<file path="src/rtl/door_pkg.sv">
`default_nettype none
// ============================================================================
//  Module      : door_pkg
//  Description : Shared constants for the door input-conditioning stage.
//                Channel indices, channel count and default timing values.
//  Revision    : 1.0 - initial release
// ============================================================================
package door_pkg;

    // Channel indices into the packed raw/debounced vectors
    localparam int CH_SEN = 0;
    localparam int CH_SE  = 1;
    localparam int CH_LA  = 2;
    localparam int CH_LC  = 3;
    localparam int NUM_CH = 4;

    // Default timing values
    localparam int c_DEB_CYCLES  = 16;
    localparam int c_HOLD_CYCLES = 1000;
    localparam int c_CNT_W       = 16;

    // One bit per conditioned channel
    typedef logic [NUM_CH-1:0] ch_vec_t;

endpackage : door_pkg
`default_nettype wire

</file>
<file path="src/rtl/debounce_chan.sv">
`default_nettype none
// ============================================================================
//  Module      : debounce_chan
//  Description : One conditioned input channel: two-flop synchroniser
//                followed by a consecutive-cycle debounce counter.
//                The debounced level flips only after the synchronised
//                level has disagreed with it for DEB_CYCLES cycles in a row.
//  Ports       : clk        - system clock
//                rst_n      - asynchronous active-low reset
//                i_raw      - raw asynchronous field input
//                o_deb      - registered debounced level
//                o_deb_next - value o_deb takes at the next clock edge
//  Revision    : 1.0 - initial release
// ============================================================================
module debounce_chan
    import door_pkg::*;
#(
    parameter int DEB_CYCLES = c_DEB_CYCLES,
    parameter int CNT_W      = c_CNT_W
) (
    input  logic clk,
    input  logic rst_n,
    input  logic i_raw,
    output logic o_deb,
    output logic o_deb_next
);

    logic             r_sync1;
    logic             r_sync2;
    logic [CNT_W-1:0] r_cnt;
    logic             r_deb;

    logic [CNT_W-1:0] w_cnt_next;
    logic             w_deb_next;

    // The counter tracks how many consecutive cycles the synchronised level
    // has disagreed with the debounced level. Reaching DEB_CYCLES commits the
    // new level and restarts the count; any agreeing cycle restarts it too.
    always_comb begin
        w_cnt_next = '0;
        w_deb_next = r_deb;
        if (r_sync2 != r_deb) begin
            if (r_cnt == CNT_W'(DEB_CYCLES - 1)) begin
                w_deb_next = r_sync2;
            end else begin
                w_cnt_next = r_cnt + 1'b1;
            end
        end
    end

    always_ff @(posedge clk or negedge rst_n) begin
        if (!rst_n) begin
            r_sync1 <= 1'b0;
            r_sync2 <= 1'b0;
            r_cnt   <= '0;
            r_deb   <= 1'b0;
        end else begin
            r_sync1 <= i_raw;
            r_sync2 <= r_sync1;
            r_cnt   <= w_cnt_next;
            r_deb   <= w_deb_next;
        end
    end

    assign o_deb      = r_deb;
    assign o_deb_next = w_deb_next;

endmodule : debounce_chan
`default_nettype wire

</file>
<file path="src/rtl/door_input_cond.sv">
`default_nettype none
// ============================================================================
//  Module      : door_input_cond
//  Description : Input-conditioning stage feeding the door-control FSM.
//                Synchronises and debounces the presence sensor, emergency
//                stop and both limit switches, stretches the presence sensor
//                after it clears, flags contradictory limit states and
//                reports when the outputs have settled after reset.
//  Build option: SE_LATCH_EN - when defined, se becomes a sticky latch that
//                is cleared by se_clr once the debounced stop is released.
//                When undefined, se follows the debounced stop directly.
//  Ports       : clk      - system clock
//                rst_n    - asynchronous active-low reset
//                raw_sen  - raw presence sensor
//                raw_se   - raw emergency stop
//                raw_la   - raw open-limit switch
//                raw_lc   - raw closed-limit switch
//                se_clr   - emergency latch clear (latched build only)
//                sen      - stretched, debounced sensor
//                se       - debounced (optionally latched) emergency stop
//                la / lc  - debounced limits, suppressed around a fault
//                sen_rise - one-cycle pulse on a rising sen
//                fault    - both limits debounced high
//                valid    - outputs settled since reset
//  Revision    : 1.0 - initial release
// ============================================================================
module door_input_cond
    import door_pkg::*;
#(
    parameter int DEB_CYCLES  = c_DEB_CYCLES,
    parameter int HOLD_CYCLES = c_HOLD_CYCLES,
    parameter int CNT_W       = c_CNT_W
) (
    input  logic clk,
    input  logic rst_n,
    input  logic raw_sen,
    input  logic raw_se,
    input  logic raw_la,
    input  logic raw_lc,
    input  logic se_clr,
    output logic sen,
    output logic se,
    output logic la,
    output logic lc,
    output logic sen_rise,
    output logic fault,
    output logic valid
);

    ch_vec_t w_raw;
    ch_vec_t w_deb;
    ch_vec_t w_deb_next;

    logic [CNT_W-1:0] r_hold;
    logic [CNT_W-1:0] w_hold_next;
    logic             w_sen;
    logic             r_sen_q;
    logic             r_sen_rise;
    logic             w_fault;
    logic             r_fault_q;
    logic [CNT_W-1:0] r_settle;
    logic             r_valid;

    assign w_raw[CH_SEN] = raw_sen;
    assign w_raw[CH_SE]  = raw_se;
    assign w_raw[CH_LA]  = raw_la;
    assign w_raw[CH_LC]  = raw_lc;

    // ------------------------------------------------------------------
    // Per-channel synchroniser and debounce
    // ------------------------------------------------------------------
    for (genvar gi = 0; gi < NUM_CH; gi++) begin : g_chan
        debounce_chan #(
            .DEB_CYCLES (DEB_CYCLES),
            .CNT_W      (CNT_W)
        ) u_chan (
            .clk        (clk),
            .rst_n      (rst_n),
            .i_raw      (w_raw[gi]),
            .o_deb      (w_deb[gi]),
            .o_deb_next (w_deb_next[gi])
        );
    end

    // ------------------------------------------------------------------
    // Presence-sensor stretch
    // ------------------------------------------------------------------
    // The hold counter is loaded on the same edge that the debounced sensor
    // falls, so sen never shows a one-cycle gap between the two sources.
    // A re-rise clears the counter on the edge the debounced level returns.
    always_comb begin
        w_hold_next = r_hold;
        if (w_deb_next[CH_SEN]) begin
            w_hold_next = '0;
        end else if (w_deb[CH_SEN]) begin
            w_hold_next = CNT_W'(HOLD_CYCLES);
        end else if (r_hold != '0) begin
            w_hold_next = r_hold - 1'b1;
        end
    end

    assign w_sen = w_deb[CH_SEN] | (r_hold != '0);

    always_ff @(posedge clk or negedge rst_n) begin
        if (!rst_n) begin
            r_hold     <= '0;
            r_sen_q    <= 1'b0;
            r_sen_rise <= 1'b0;
        end else begin
            r_hold     <= w_hold_next;
            r_sen_q    <= w_sen;
            r_sen_rise <= w_sen & ~r_sen_q;
        end
    end

    // ------------------------------------------------------------------
    // Limit switches and fault
    // ------------------------------------------------------------------
    // Limits are suppressed while the fault is present and for one more
    // cycle after it clears, so the FSM only sees a limit once the
    // contradiction is fully resolved.
    assign w_fault = w_deb[CH_LA] & w_deb[CH_LC];

    always_ff @(posedge clk or negedge rst_n) begin
        if (!rst_n) begin
            r_fault_q <= 1'b0;
        end else begin
            r_fault_q <= w_fault;
        end
    end

    // ------------------------------------------------------------------
    // Settle indicator
    // ------------------------------------------------------------------
    // Counts edges after reset release; valid is set on edge DEB_CYCLES+2
    // and the counter freezes from then on.
    always_ff @(posedge clk or negedge rst_n) begin
        if (!rst_n) begin
            r_settle <= '0;
            r_valid  <= 1'b0;
        end else if (!r_valid) begin
            r_settle <= r_settle + 1'b1;
            if (r_settle == CNT_W'(DEB_CYCLES + 1)) begin
                r_valid <= 1'b1;
            end
        end
    end

    // ------------------------------------------------------------------
    // Emergency stop
    // ------------------------------------------------------------------
`ifdef SE_LATCH_EN
    logic r_se_lat;

    // Sets together with the debounced stop; a clear request is honoured
    // only once the debounced stop is already low.
    always_ff @(posedge clk or negedge rst_n) begin
        if (!rst_n) begin
            r_se_lat <= 1'b0;
        end else if (w_deb_next[CH_SE]) begin
            r_se_lat <= 1'b1;
        end else if (se_clr && !w_deb[CH_SE]) begin
            r_se_lat <= 1'b0;
        end
    end

    assign se = r_se_lat;
`else
    logic w_unused_se;
    assign w_unused_se = se_clr | w_deb_next[CH_SE];
    assign se          = w_deb[CH_SE];
`endif

    // Limit channels only need their registered level
    logic w_unused_lim;
    assign w_unused_lim = w_deb_next[CH_LA] | w_deb_next[CH_LC];

    // ------------------------------------------------------------------
    // Outputs
    // ------------------------------------------------------------------
    assign sen      = w_sen;
    assign sen_rise = r_sen_rise;
    assign fault    = w_fault;
    assign la       = w_deb[CH_LA] & ~w_fault & ~r_fault_q;
    assign lc       = w_deb[CH_LC] & ~w_fault & ~r_fault_q;
    assign valid    = r_valid;

endmodule : door_input_cond
`default_nettype wire

</file>
<file path="config.mk">
export PLATFORM = sky130hd
export DESIGN_NAME = door_input_cond
export DESIGN_NICKNAME = d
export VERILOG_FILES = /design/src/rtl/door_pkg.sv /design/src/rtl/debounce_chan.sv /design/src/rtl/door_input_cond.sv
export SDC_FILE = /design/constraint.sdc
export NUM_CORES = 1
export LEC_CHECK = 0
export BUFFER_PORTS_ARGS = -buffer_cell sky130_fd_sc_hd__buf_2
export CAP_MARGIN = 20
export CORE_MARGIN = 3
export CORE_UTILIZATION = 35
export CTS_CLUSTER_DIAMETER = 120
export DETAILED_ROUTE_END_ITERATION = 10
export PLACE_DENSITY_LB_ADDON = 0.05
export REMOVE_ABC_BUFFERS = 1
export SYNTH_ARGS = -nofsm -noshare
export SYNTH_HDL_FRONTEND = slang
export SYNTH_HIERARCHICAL = 1
export SYNTH_SLANG_ARGS = --single-unit
export TNS_END_PERCENT = 30
</file>
<file path="constraint.sdc">
create_clock -name clk -period 2.2 [get_ports clk]
set_clock_uncertainty 0.05 [all_clocks]
set_input_delay 0.11 -clock clk [delete_from_list [all_inputs] [get_ports clk]]
set_output_delay 0.11 -clock clk [all_outputs]
set_load 0.05 [all_outputs]
</file>
==> impl_metrics.tcl <==
set metrics [dict create \
    outcome "finished clean" \
    end_kind "flip-flop" \
    syn2layout_area_growth_pct 16.0 \
    setup_viol 0 \
    final_nets 576 \
    avgSynthCellArea_um2 10.8 \
    switching_power_uw 1390 \
    fin_crit_ps 2070 \
    ir_drop_mv 0.426 \
    synth_flop_cell "dfrtp_1" \
    crit_required_ps 2430 \
    cp_data_arrival_time_ps 2310 \
    via_count 3771 \
    timing.final.ws_setup_ps 127 \
    cts_tree "done" \
    switching_share_pct 28.6 \
    clk_pin_slew_ps 80 \
    fp.dieW_um 132 \
    multiInputGateArea_mm2 0.00266 \
    path_class "flip-flop to flip-flop" \
    synth.largest_area_cell "dfrtp_1" \
    drc 0 \
    yosysSeqAreaShare_pct 50.7 \
    finalHoldViolations 0 \
    clk_path_buf_depth 2 \
    critPathLaunchType "flip-flop" \
    row_count 45 \
    ys_seq_elements 112 \
    clkLatencyLatePin_ps 350 \
    rsz0062_at_grt "no" \
    power_density_mw_per_mm2 758 \
    dr.first_iter.drc_count 137 \
    htreeDepth 3 \
    yosys_warnings 6 \
    syn_inst 514 \
    cap_violations 0 \
    seq_area_mm2 0.00280 \
    drv_slew 0 \
    pin_count 14 \
    ys_top_cells_by_area "dfrtp_1 (51%), xnor2_1 (10%), nor2_1 (4.9%)" \
    worstPathMaxFanout 3 \
    dr_wl_met2_um 5050 \
    cpPeakStageDelay_ps 380 \
    routed_via_density 4.85 \
    grt_overflow 0 \
    wl_um 10800 \
    clock-root-buffer "clkbuf_16" \
    ys_types 48 \
    min_period_over_period_pct 94.2 \
    pwr-share-comb_pct 15.1 \
    total_power_uw 4870 \
    hold_path_class "primary input to async pin" \
    port_buffers 12 \
    start_util_pct 36.1 \
    grt_pass1_wl_um 19100 \
    path_cells "ha_2 -> and3_2 -> nand4_1 -> mux2_4 -> or2_4 -> or3_1 -> mux2i_1" \
    insertedDiodeCount 0 \
    grt_max_degree 43 \
    yosysMostFrequentCell "dfrtp_1" \
    synthArstFlopShare_pct 100 \
    met3_length_um 300 \
    antenna_found_initial 0 \
    worst_pin_slew_ps 572 \
    critPathSlowestCell "dfrtp_1" \
    antenna_left 0 \
    wl_met1_um 5220 \
    die_h_um 132 \
    synth-edff-count 0 \
    synth_area_mm2 0.00553 \
    fmax_mhz 482 \
    grt_use_total_pct 13.3 \
    topRoutingLayerUsed "met4" \
    slew_headroom_pct 61.5 \
    fillers 1531 \
    cts_sinks 112 \
    gp_congestion 0.813 \
    power_frac_seq_pct 50.3 \
    drive_above_1_share_pct 20.1 \
    leakagePower_uw 0.00273 \
    cts_buffers 9 \
    wire_per_inst_um 13.8 \
    fin_setup_tns_ps 0 \
    coreArea_mm2 0.0153 \
    fp.dieArea_mm2 0.0174 \
    synth_commonest_cells "dfrtp_1 (112), nor2_1 (72), xnor2_1 (65)" \
    grt_pass1_vias 3844 \
    first_pass_iters 5 \
    place_ws_ps 36.0 \
    hpwlAfterDp_um 7470 \
    internal-power_uw 3480 \
    synth_top_area_share_pct 50.7 \
    power.share.clock_pct 34.5 \
]
-- flip-flops by register name, indices dropped and copies added (netlist names) --
signal / flops
g_chan.u_chan/o_deb: 4
g_chan.u_chan/r_sync2: 4
g_chan.u_chan/r_sync1: 4
sen_rise: 1
r_fault_q: 1
r_hold: 16
g_chan.u_chan/r_cnt: 64
r_settle: 16
r_sen_q: 1
valid: 1
-- worst max-delay path, delay by kind of cell (launching register included) --
family | cells | cell delay, ps
DFF | 1 | 380
muxes | 2 | 450
and+or+nand+nor | 4 | 940
adders and majority gates | 1 | 180
-- metal layers --
layer | up-vias | track usage (%)
li1 | 1884 | -
met1 | 1830 | 17.6
met2 | 43 | 21.3
met3 | 14 | 3.24
met4 | 0 | 4.73
met5 | - | 0
-- logic make-up after synthesis --
| logic type | count (synthesis) | synth area share, % |
|---|---|---|
| simple gates | 256 | 28.5 |
| flops | 112 | 50.7 |
| xor+xnor | 79 | 12.5 |
| compound gates | 29 | 3.44 |
| buf+inv | 26 | 2.31 |
| fa+ha+maj | 7 | 1.58 |
| mux | 5 | 0.995 |
-- path summary, 6_finish.rpt --
path                            cells after the start                 startpoint  slack (ps)                          to
worst max-delay path                                7  g_chan[0].u_chan/r_cnt[0]         130                  r_hold[15]
worst min-delay path                                2                      rst_n         210   g_chan[2].u_chan/r_cnt[0]
worst max register to register                      7  g_chan[0].u_chan/r_cnt[0]         130                  r_hold[15]
worst min register to register                      0   g_chan[3].u_chan/r_sync1         300    g_chan[3].u_chan/r_sync2
max in group asynchronous                           3                      rst_n        1250  g_chan[3].u_chan/r_cnt[14]
min in group clk                                    0   g_chan[3].u_chan/r_sync1         300    g_chan[3].u_chan/r_sync2
-- final cells by class --
| type | instances | area share [%] |
|---|---|---|
| repair buffers | 42 | 4.91 |
| clock inverters | 6 | 1.01 |
| flip-flops and latches | 112 | 43.7 |
| clock buffers | 10 | 3.72 |
| multi-input cells | 376 | 41.4 |
| well taps | 211 | 4.11 |
| inverters | 21 | 1.23 |
-- placed cells by master (no fill, tap or decap), drive strengths merged, types with 3 or more instances in the layout --
cell type / netlist / layout
nand3: 25 / 25
and3: 11 / 11
nor3: 28 / 28
o21ai: 4 / 4
inv: 21 / 23
mux2: 4 / 4
nor4: 31 / 31
nand4: 27 / 27
xor2: 14 / 14
clkbuf: 1 / 10
xnor2: 65 / 65
nor2: 84 / 84
nand2: 29 / 29
a21oi: 8 / 8
a31oi: 3 / 3
ha: 7 / 7
o31ai: 4 / 4
dlygate4sd3: 0 / 5
dfrtp: 112 / 112
nor3b: 3 / 3
buf: 4 / 37
or3: 3 / 3
-- what timing repair did --
item / 4_1_cts / 5_1_grt
setup endpoints to repair: 1 / 11
setup buffers: 0 / 3
endpoints found under the hold margin: 36 / 0
hold buffers: 5 / 0
resized for setup: 1 / 12
pin swaps: 0 / 1
-- power by group through the flow --
stage	combinational (uW)	clock (uW)	sequential, uW
after floorplan	471	0	2430
after global placement	679	0	2480
after detailed placement	677	0	2470
after CTS	687	1770	2440
after global routing	840	1860	2480
final	737	1680	2450
-- stage by stage --
step	hold WS [ps]	cell area [um2]	utilization (%)	instances
finish	210	6420	41.9	778
global route	248	6420	41.9	778
CTS	213	6350	41.4	775
detailed placement	63.4	5990	39.1	754
global placement	57.1	5990	39.1	754
floorplan	-236	5480	-	509
No activity file was read; power rests on OpenSTA's default activity.
